==> config.mk <==
export PLATFORM = sky130hd
export DESIGN_NAME = lru_state_array
export DESIGN_NICKNAME = d
export VERILOG_FILES = /design/src/rtl/lru_state_array_pkg.sv /design/src/rtl/lru_state_array_victim_sel.sv /design/src/rtl/lru_state_array.sv
export SDC_FILE = /design/constraint.sdc
export NUM_CORES = 1
export LEC_CHECK = 0
export ABC_AREA = 1
export BUFFER_PORTS_ARGS = -buffer_cell sky130_fd_sc_hd__buf_4
export CORE_MARGIN = 5
export CORE_UTILIZATION = 55
export DETAILED_ROUTE_END_ITERATION = 7
export PLACE_DENSITY = 0.85
export SLEW_MARGIN = 10
export SYNTH_ARGS = -nofsm -noshare
export SYNTH_HDL_FRONTEND = slang
export SYNTH_SLANG_ARGS = --single-unit
==> constraint.sdc <==
create_clock -name clk -period 1.7 [get_ports clk]
set_input_delay 0.085 -clock clk [delete_from_list [all_inputs] [get_ports clk]]
set_output_delay 0.085 -clock clk [all_outputs]
set_load 0.05 [all_outputs]
==> src/rtl/lru_state_array_pkg.sv <==
// ---------------------------------------------------------------------------
// cache_types
// Shared cache types and helper functions for the tree pseudo-LRU state
// array of a 4-way set-associative cache.
//
// Contents:
//   lru_t          3-bit PLRU state {bit2 = c/d leaf, bit1 = a/b leaf, bit0 = root}
//   way_t          2-bit way number, 0=a 1=b 2=c 3=d
//   LRU_RESET      state of a freshly reset set (victim a)
//   lru_update()   new PLRU bits after an access to a way
//   plru_victim()  way selected by the PLRU tree alone
// ---------------------------------------------------------------------------
package cache_types;

    typedef logic [2:0] lru_t;
    typedef logic [1:0] way_t;

    localparam lru_t LRU_RESET = 3'b000;

    // An access makes the root and the accessed pair's leaf point away from
    // the accessed way. The other pair's leaf is left untouched.
    function automatic lru_t lru_update(input lru_t cur, input way_t way);
        lru_t nxt;
        nxt = cur;
        case (way)
            2'd0: begin nxt[0] = 1'b1; nxt[1] = 1'b1; end
            2'd1: begin nxt[0] = 1'b1; nxt[1] = 1'b0; end
            2'd2: begin nxt[0] = 1'b0; nxt[2] = 1'b1; end
            default: begin nxt[0] = 1'b0; nxt[2] = 1'b0; end
        endcase
        return nxt;
    endfunction

    // Walk the tree: the root picks a pair, the pair's leaf picks a way.
    function automatic way_t plru_victim(input lru_t bits);
        way_t way;
        if (bits[0] == 1'b0) begin
            way = bits[1] ? 2'd1 : 2'd0;
        end else begin
            way = bits[2] ? 2'd3 : 2'd2;
        end
        return way;
    endfunction

endpackage

==> src/rtl/lru_state_array_victim_sel.sv <==
// ---------------------------------------------------------------------------
// lru_victim_sel
// Chooses the way to replace in one set. An empty (invalid) way is always
// preferred over evicting live data, so the lowest-numbered invalid way wins;
// only a fully valid set falls back to the PLRU tree.
//
// Ports:
//   lru_i            PLRU bits of the set being looked up
//   valid_i          valid bits of ways a..d (bit 0 = way a)
//   victim_way_o     way number to replace
//   victim_onehot_o  same choice as a one-hot vector, bit 0 = way a
// ---------------------------------------------------------------------------
module lru_victim_sel
    import cache_types::*;
(
    input  lru_t       lru_i,
    input  logic [3:0] valid_i,
    output way_t       victim_way_o,
    output logic [3:0] victim_onehot_o
);

    // Invalid ways override the PLRU choice, lowest index first.
    always_comb begin
        victim_way_o = plru_victim(lru_i);
        if (!valid_i[0]) begin
            victim_way_o = 2'd0;
        end else if (!valid_i[1]) begin
            victim_way_o = 2'd1;
        end else if (!valid_i[2]) begin
            victim_way_o = 2'd2;
        end else if (!valid_i[3]) begin
            victim_way_o = 2'd3;
        end
    end

    // Derived from the encoded way so the two forms can never disagree.
    assign victim_onehot_o = 4'b0001 << victim_way_o;

endmodule

==> src/rtl/lru_state_array.sv <==
// ---------------------------------------------------------------------------
// lru_state_array
// Per-set tree pseudo-LRU state for a 4-way cache, held in a register array
// with a zero-latency combinational read port and a one-cycle write port.
//
// Parameters:
//   num_sets       number of sets (power of two, 2..256)
//
// Ports:
//   clk            clock, all state changes on the rising edge
//   rst            synchronous active-high reset, clears every set to 3'b000
//   rd_index       set being looked up this cycle
//   rd_valid_ways  valid bits of ways a..d of the looked-up set
//   upd_en         record an access (hit or fill) this cycle
//   upd_index      set of the recorded access
//   upd_way        way accessed, 0=a 1=b 2=c 3=d
//   lru_sel        PLRU bits of rd_index {c/d leaf, a/b leaf, root}
//   victim_way     way to replace in rd_index
//   victim_onehot  one-hot form of victim_way
//
// Configuration:
//   LRU_BYPASS_EN  when defined, an update to the set being read this cycle
//                  is forwarded, so all outputs show the post-update bits.
//                  When undefined, the outputs show the stored bits.
// ---------------------------------------------------------------------------
module lru_state_array
    import cache_types::*;
#(
    parameter  int num_sets = 8,
    localparam int idx_w    = $clog2(num_sets)
) (
    input  logic             clk,
    input  logic             rst,
    input  logic [idx_w-1:0] rd_index,
    input  logic [3:0]       rd_valid_ways,
    input  logic             upd_en,
    input  logic [idx_w-1:0] upd_index,
    input  logic [1:0]       upd_way,
    output logic [2:0]       lru_sel,
    output logic [1:0]       victim_way,
    output logic [3:0]       victim_onehot
);

    lru_t lru_q [num_sets];
    lru_t lru_d [num_sets];
    lru_t updBits;
    lru_t rdBits;

    // New bits for the set being accessed, shared by the write port and the
    // optional forwarding path.
    assign updBits = lru_update(lru_q[upd_index], upd_way);

    // Only the addressed set changes; every other set holds its value.
    always_comb begin
        lru_d = lru_q;
        if (upd_en) begin
            lru_d[upd_index] = updBits;
        end
    end

    // Reset takes priority over any simultaneous update.
    always_ff @(posedge clk) begin
        if (rst) begin
            for (int i = 0; i < num_sets; i++) begin
                lru_q[i] <= LRU_RESET;
            end
        end else begin
            lru_q <= lru_d;
        end
    end

`ifdef LRU_BYPASS_EN
    // Forward a same-cycle update to the set being read.
    always_comb begin
        rdBits = lru_q[rd_index];
        if (upd_en && (upd_index == rd_index)) begin
            rdBits = updBits;
        end
    end
`else
    // Plain read of the stored bits; a same-cycle update is seen next cycle.
    always_comb begin
        rdBits = lru_q[rd_index];
    end
`endif

    assign lru_sel = rdBits;

    lru_victim_sel u_victim_sel (
        .lru_i           (rdBits),
        .valid_i         (rd_valid_ways),
        .victim_way_o    (victim_way),
        .victim_onehot_o (victim_onehot)
    );

endmodule

-- Yosys cells after proc, flatten, opt, wreduce, memory -nomap -nowiden
Cells that the tools add are included.
- flip-flop bits (word level): 24
- input bits: 15
- output and inout port bits: 9
- logic and storage cells: 38
- $lt $le $gt $ge: 3
- equal/unequal tests: 2
- shift operators: 1
- muxes and demuxes: 19
- bitwise operators: 2
- reduce and logical (&&, ||, !) cells: 3
- operators with widths (operator ; count):
    24-bit bitwise mux ; 1
    3-bit binary-select mux with 3-bit select ; 2
    3-bit 2-to-1 mux ; 5
    2-bit 2-to-1 mux ; 5
    3-bit demux with 3-bit select ; 1
    4-bit greater-or-equal comparator (second input constant) ; 2
    3-bit NOT with 4-bit output ; 2
    4-bit by 1-bit less-than comparator with 1-bit output (second input constant) ; 1
    1-bit case mux with 2 select lines ; 2
    1-bit by 2-bit left shift with 4-bit output (first input constant) ; 1
    1-bit 2-to-1 mux ; 3
    2-bit by 1-bit equality test with 1-bit output (second input constant) ; 1
    2-bit equality test (second input constant) ; 1
    2-bit zero test ; 1
    2-bit OR reduction ; 1
    1-bit logical AND ; 1

-- Depth between registers and ports, before layout
Gate-level depths: netlist of run 1.
- depth in word-level cells: 11
- depth in mapped cells: 13
- gate-level depth less buffers: 12

-- Modules after synthesis
A second synthesis of run 1 with hierarchy kept.
- cells, all modules: 212
- area total of the unflattened synthesis: 1350.0 µm²
- modules (own cells, without submodules) (module ; times used ; cells an instance ; area each (µm²) ; sequential area each (µm²)):
    lru_state_array ; 1 ; 193 ; 1260.0 ; 480.5
    lru_victim_sel ; 1 ; 19 ; 90.1 ; 0.0

-- Least setup slack after synthesis of run 1
No wires, ideal clock.
- path kind: flip-flop to output port
- start: register lru_q[0] in the netlist's numbering
- end: output port victim_onehot[2]
- arrival time: 1.838 ns
- required time: 1.615 ns
- path slack: -0.223 ns
- cell stages (with the launch flop): 11
- buffers on the path: 0
- cell sequence: dfxtp_1 inv_1 nand2_1 nand3_1 nand2_1 nand2_1 nand2_2 nor2_2 nor2_2 nand2_1 a21oi_1
- word-level cells in the longest chain between the ends: 9
- RTL lines (element ; line ; source):
    start: declaration ; lru_state_array.sv:44 ; lru_t lru_q [num_sets];
    start signal: assignment ; lru_state_array.sv:68 ; lru_q <= lru_d;
    3-bit binary-select mux with 3-bit select ; lru_state_array.sv:83 ; rdBits = lru_q[rd_index];
    3-bit 2-to-1 mux (not written as such) (2 in series) ; lru_state_array.sv:83 ;
    net lru_sel[0] ; lru_state_array.sv:39 ; output logic [2:0] lru_sel,
    2-bit 2-to-1 mux ; lru_state_array_pkg.sv:37 ; if (bits[0] == 1'b0) begin
    2-bit 2-to-1 mux ; lru_state_array_victim_sel.sv:31 ; end else if (!valid_i[3]) begin
    2-bit 2-to-1 mux ; lru_state_array_victim_sel.sv:29 ; end else if (!valid_i[2]) begin
    2-bit 2-to-1 mux ; lru_state_array_victim_sel.sv:27 ; end else if (!valid_i[1]) begin
    2-bit 2-to-1 mux ; lru_state_array_victim_sel.sv:25 ; if (!valid_i[0]) begin
    1-bit by 2-bit left shift with 4-bit output ; lru_state_array_victim_sel.sv:37 ; assign victim_onehot_o = 4'b0001 << victim_way_o;
    end: declaration ; lru_state_array.sv:41 ; output logic [3:0] victim_onehot
The timed path passes the listed nets, and every way through them passes these cells. The select of a mux whose other input is x is not followed.

-- Worst setup path after layout of run 1
- start: register lru_q[6] in the netlist's numbering
- end: output port victim_onehot[0]
- word-level cells in the longest chain between the ends: 9
- RTL lines (element ; line):
    3-bit binary-select mux with 3-bit select ; lru_state_array.sv:83
    3-bit 2-to-1 mux (not written as such) (2 in series) ; lru_state_array.sv:83
    2-bit 2-to-1 mux ; lru_state_array_pkg.sv:37
    2-bit 2-to-1 mux ; lru_state_array_victim_sel.sv:31
    2-bit 2-to-1 mux ; lru_state_array_victim_sel.sv:29
    2-bit 2-to-1 mux ; lru_state_array_victim_sel.sv:27
    2-bit 2-to-1 mux ; lru_state_array_victim_sel.sv:25
    1-bit by 2-bit left shift with 4-bit output ; lru_state_array_victim_sel.sv:37
No other way between the ends. The select of a mux whose other input is x is not followed.

==> metrics.txt, run 1 <==
DP Wirelength=about 2600 um; final setup margin=-0.105 ns; CTS tree=built; Hold Crit Class=in -> reg; failing checks=negative setup slack; Synth Net Count=roughly 240; max_cap viols=0; first-pass GRT wire length=5980 um; mean post-synth cell area=6.54 sq um; die area=around 0.0038 sq mm; # rows=18; Worst-Margin Slew=between 0.5 and 0.6 ns; Starting Density=0.581; vias=1,537; CTS sink count=24; layout cells sized above 1=0.402; share of the synthesized area in the top cell type=0.328; Leakage=approximately 0.85 nW; DR DRC count=0; cts hold-fix bufs=0; clk_lat worst skew=approximately 0.31 ns; Critical Path Start Type=register; Comb power frac=0.310; unrepaired setup endpoints after global routing=true; final hold violations=0; Congestion Overflow GR=0; most used cell, CP=nand2_2; Psw=approximately 0.4 mW; area added between synthesis and finish=26.3%; cell family with most CP delay=simple AND/OR/NAND/NOR gates; synthesized area=about 0.0015 sq mm; Setup Viol. Count Final=6; final net count=between 200 and 300; GP Congestion=0.861; max reg flops=24; setup slack, reg-to-reg=about 0.36 ns; most frequent cells in the layout=nand2_1, inv_1, o21ai_0; fin area=~0.0019 sq mm; port bufs=23; DR vias/cell=about 5.5; CTS H-Tree Depth=1; synthesis-stage register bit count=24; crit path max-delay cell type=dfxtp_2; Post-Route Setup TNS=-0.427 ns; # diodes=0; post-placement cell area=~0.0017 sq mm; achievable clock frequency=554 MHz; TritonRoute pass-1 iters=4; period utilization=1.06; clk root buf=clkbuf_4; fillers=214; Die Span Y=a little over 60 um; crit-path max cell delay=0.34 ns; Pins Over Slew Limit=0; Switching Fraction=0.336; initial antenna violation count=0; clock power share=0.198; Cell Chain, Critical Path=inv_1 -> nand2_2 -> nand3_2 -> nand2_1 -> nand2_1 -> nand2_2 -> nand2_2 -> nand3_2 -> nand2_2 -> nand2_4 -> o21bai_4 -> buf_6; area leader, netlist=dfxtp_1; Bufs and invs on worst path=2; Top Ports=24; status=complete, but fails checks; CP Capture Type=output port; largest net degree at the start of global routing=25; required time of the critical path=1.62 ns; maximum vdd drop=0.759 mV; Crit path arrival time=about 1.7 ns; Seq/Total Area, Yosys=0.328; TritonCTS Buffers=3; worst-path maximum fanout=3; GRT Overall Usage=0.211; Largest regs=lru_q x24; Yosys cell types=22; Worst Skew=~0.0017 ns; drt wl/cell=around 14 um; Power per Cell Area=between 600 and 700 mW/mm^2; clock transition at the registers of the reported paths=around 0.12 ns; total wire length=just under 4000 um; core box area=between 0.002 and 0.003 sq mm; P_int=0.806 mW; Mapped Cells=about 220; DRT iter0 DRCs=86; min Tclk post-route=1.80 ns; vias in the first global route=1,334; critical path type=reg -> out; main area contributors after synthesis=dfxtp_1, nand2_1, inv_1; Flop pwr share=0.492; Largest Register=lru_q; ANT nets after route=0; Yosys warnings=0; most common cell after layout, fill and taps aside=nand2_1; die width=61.6 um; Max Root-Sink Buffers=2; worst relative slew slack=0.620
[Yosys cell counts, drive strengths merged]
cell	count
o21bai	2
buf	3
a21oi	27
o211ai	2
o21ai	31
o31ai	1
o22ai	1
clkbuf	3
inv	39
nand2	57
dfxtp	24
nor2	18
nand3	16
[power groups by stage]
stage               sequential (mW)  combinational, mW  clock [mW]
detailed placement            0.606              0.321           0
global placement              0.605              0.317           0
CTS                           0.597              0.346       0.245
global route                  0.600              0.408       0.262
finish                        0.597              0.376       0.240
floorplan                     0.602              0.229           0
[per-layer routing]
| metal | wire length [um] | GRT usage |
|---|---|---|
| met5 | 0 | 0 |
| met2 | 1830 | 0.332 |
| met4 | 100 | 0.0788 |
| met3 | 276 | 0.0335 |
| met1 | 1640 | 0.291 |
[per-stage QoR]
| step | hold WS (ns) | power (mW) | worst slack [ns] | utilization | std cells |
|---|---|---|---|---|---|
| CTS | 0.0414 | 1.19 | -0.0421 | 0.703 | 278 |
| detailed placement | 0.388 | 0.927 | 0.164 | 0.661 | 273 |
| global placement | 0.386 | 0.922 | 0.232 | 0.661 | 273 |
| finish | 0.0506 | 1.21 | -0.105 | 0.734 | 281 |
| global route | 0.0483 | 1.27 | -0.210 | 0.734 | 281 |
| floorplan | 0.290 | 0.831 | 0.0414 | - | 224 |
[kinds of logic after synthesis]
logic type      Yosys count  synth area share
buf+inv                  45             0.126
compound gates           64             0.264
simple gates             91             0.283
flops                    24             0.328
[repair_timing]
item	CTS	global route
buffers inserted	2	3
gates resized for setup	33	15
pin swaps	6	8
endpoints found under the setup margin	6	6
[layout make-up]
cell class                 count  area, sq um  area share
timing repair buffer          30          272       0.147
tap                           30         37.5      0.0203
clock buffer                   3         22.5      0.0122
inverter                      39          149      0.0805
multi-input combinational    155          866       0.468
sequential                    24          504       0.272
[worst paths after layout]
kind,from,end,cells after the start
hold reg to reg,lru_q[3],lru_q[3],2
setup reg to reg,lru_q[4],lru_q[7],7
setup / recovery,lru_q[6],victim_onehot[0],12
hold / removal,upd_way[1],lru_q[6],2
(Power assumes the default switching activity.)
==> run 2: changes to the inputs <==
--- a/config.mk
+++ b/config.mk
@@ -7,10 +7,13 @@
 export LEC_CHECK = 0
 export ABC_AREA = 1
 export BUFFER_PORTS_ARGS = -buffer_cell sky130_fd_sc_hd__buf_4
+export CELL_PAD_IN_SITES_DETAIL_PLACEMENT = 1
+export CELL_PAD_IN_SITES_GLOBAL_PLACEMENT = 2
 export CORE_MARGIN = 5
-export CORE_UTILIZATION = 55
+export CORE_UTILIZATION = 30
 export DETAILED_ROUTE_END_ITERATION = 7
-export PLACE_DENSITY = 0.85
+export PLACE_DENSITY = 0.86
+export SKIP_CTS_REPAIR_TIMING = 1
 export SLEW_MARGIN = 10
 export SYNTH_ARGS = -nofsm -noshare
 export SYNTH_HDL_FRONTEND = slang
==> run 2 against run 1 <==
Compared with the run above:
- the flow still finishes with violations (negative setup slack)
- worst setup slack improved by 0.076 ns
- sequential share of layout area decreased by 0.39 points
- utilization is 33 points lower
- cell count up 14%
- non-clock buffer count rose by 1
- critical path depth unchanged
- first-iteration DRC count is 49% lower
- register-to-register slack worse by 0.12 ns
- maximum frequency increased by 4.4%
- critical endpoint unchanged
==> metrics.txt, run 2 (same netlist as run 1, synthesis figures left out) <==
status=complete, but fails checks; failing checks=negative setup slack; path depth of the worst reg2reg path=6 (-1); DR DRC count=0 (unchanged); Leakage=0.852 nW (about the same); clk root buf=clkbuf_8; max reg flops=24 (unchanged); hold path depth=2 (unchanged); clock power share=0.259 (+0.061); Reg-to-Reg Start=lru_q[17]; vias in the first global route=1,496 (+12%); die area=0.00638 sq mm (+68%); first-pass GRT wire length=7140 um (+20%); Power per Cell Area=686 mW/mm^2 (+4.7%); final non-filler cell total=319 (+14%); TritonCTS Buffers=3 (unchanged); initial antenna violation count=0 (unchanged); Setup Viol. Count Final=2 (-4); TritonRoute pass-1 iters=4 (unchanged); CTS tree=built; # diodes=0 (unchanged); Hold Slack=0.106 ns (+0.0555 ns); GP Congestion=0.799 (-7.2%); required time of the critical path=1.62 ns (about the same); Worst Skew=0.00553 ns (+0.00384 ns); final net count=269 (+0.37%); max_cap viols=0 (unchanged); clk_lat worst skew=0.27 ns (-0.04 ns); worst relative slew slack=0.705 (+0.0847); Crit path arrival time=1.64 ns (-0.08 ns); Hold EP=lru_q[6]; CTS sink count=24 (unchanged); final setup margin=-0.0287 ns (+0.0759 ns); CTS H-Tree Depth=1 (unchanged); GRT Overall Usage=0.142 (-0.0694); final hold violations=0 (unchanged); min Tclk post-route=1.73 ns (-0.0759 ns); P_int=0.873 mW (+8.4%); critical path type=reg -> out; Hold Crit Class=in -> reg; vias=1,507 (-2.0%); Max Root-Sink Buffers=2 (unchanged); layout cells sized above 1=0.421 (+0.0182); Flop pwr share=0.462 (-0.030); Congestion Overflow GR=0 (unchanged); largest net degree at the start of global routing=25 (unchanged); most common cell after layout, fill and taps aside=nand2_1; Psw=0.422 mW (+3.5%); most frequent cells in the layout=nand2_1, buf_4, o21ai_0; port bufs=23 (unchanged); setup slack, reg-to-reg=0.24 ns (-0.12 ns); Largest Register=lru_q; unrepaired setup endpoints after global routing=true; total wire length=4300 um (+12%); Worst-Margin Slew=0.441 ns (-0.128 ns); CP Capture Type=output port; ANT nets after route=0 (unchanged); Die Span Y=79.9 um (+30%); worst-path maximum fanout=3 (unchanged); worst hold start=upd_way[1]; period utilization=1.02 (-0.0446); Core Util, Final=0.399 (-0.334); maximum vdd drop=0.314 mV (-59%); DRT iter0 DRCs=44 (-49%); Top Ports=24 (unchanged); die width=79.9 um (+30%); drt wl/cell=13.5 um (-1.5%); Comb power frac=0.280 (-0.030); Switching Fraction=0.326 (-0.0102); Placed Cells=311 (+14%); Largest regs=lru_q x24; Pins Over Slew Limit=0 (unchanged); DR vias/cell=4.72 (-14%); # rows=25 (+7); Critical Path Start Type=register; fillers=616 (+190%); DP Wirelength=3270 um (+25%); achievable clock frequency=578 MHz (+4.4%); area added between synthesis and finish=28.8%; Starting Density=0.310 (-0.271); reg2reg end=lru_q[20]; clock transition at the registers of the reported paths=0.08 ns (-0.04 ns); core box area=0.00472 sq mm (+87%)
==> run 2: power groups by stage <==
stage | sequential (mW) | clock, mW | combinational (mW)
after global placement | 0.607 | 0 | 0.330
after floorplan | 0.602 | 0 | 0.229
after global routing | 0.601 | 0.377 | 0.398
after detailed placement | 0.607 | 0 | 0.333
after CTS | 0.594 | 0.351 | 0.334
final | 0.598 | 0.335 | 0.362
==> run 2: worst max-delay path, cell delays in order (launching register included) <==
cell	delay, ns
dfxtp_2	0.33
inv_1	0.07
nand2_1	0.06
nand3_1	0.11
nand2_1	0.06
nand2_1	0.08
nand2_2	0.06
nand2_2	0.06
nand3_2	0.08
nand2_2	0.12
nand2_4	0.07
o21bai_4	0.11
buf_6	0.17
==> run 2: through the flow <==
stage	setup slack, ns	total power [mW]	area (sq um)	setup TNS, ns
after floorplan	0.0414	0.831	1480	0
after global placement	0.203	0.937	1720	0
after detailed placement	0.150	0.940	1720	0
after CTS	-0.0610	1.28	1760	-0.289
after global routing	-0.156	1.38	1890	-0.631
final	-0.0287	1.30	1890	-0.0536
==> run 2: area by class of cell <==
cell class | instances | area (sq um) | area share
Sequential cell | 24 | 507 | 0.269
Timing Repair Buffer | 31 | 255 | 0.135
Clock buffer | 3 | 41.3 | 0.0219
Inverter | 39 | 146 | 0.0776
Tap cell | 67 | 83.8 | 0.0444
Multi-Input combinational cell | 155 | 853 | 0.452
==> run 2: how the worst max path moves through the flow <==
stage                            from               end  slack, ns  depth (start not counted)
after floorplan              lru_q[0]  victim_onehot[2]       0.04                         10
after global placement    rd_index[0]  victim_onehot[0]       0.20                         13
after detailed placement  rd_index[0]  victim_onehot[0]       0.15                         13
after CTS                    lru_q[9]  victim_onehot[2]      -0.06                         11
after global routing        lru_q[10]  victim_onehot[1]      -0.16                         13
final                        lru_q[7]  victim_onehot[0]      -0.03                         12
==> run 2: routing by layer <==
layer / track usage / part of all wire / vias to the layer above
met3: 0.0305 / 0.042 / 7
met2: 0.233 / 0.46 / 28
met1: 0.183 / 0.48 / 697
met4: 0.0456 / 0.015 / 0
met5: 0 / 0 / -
li1: - / - / 775
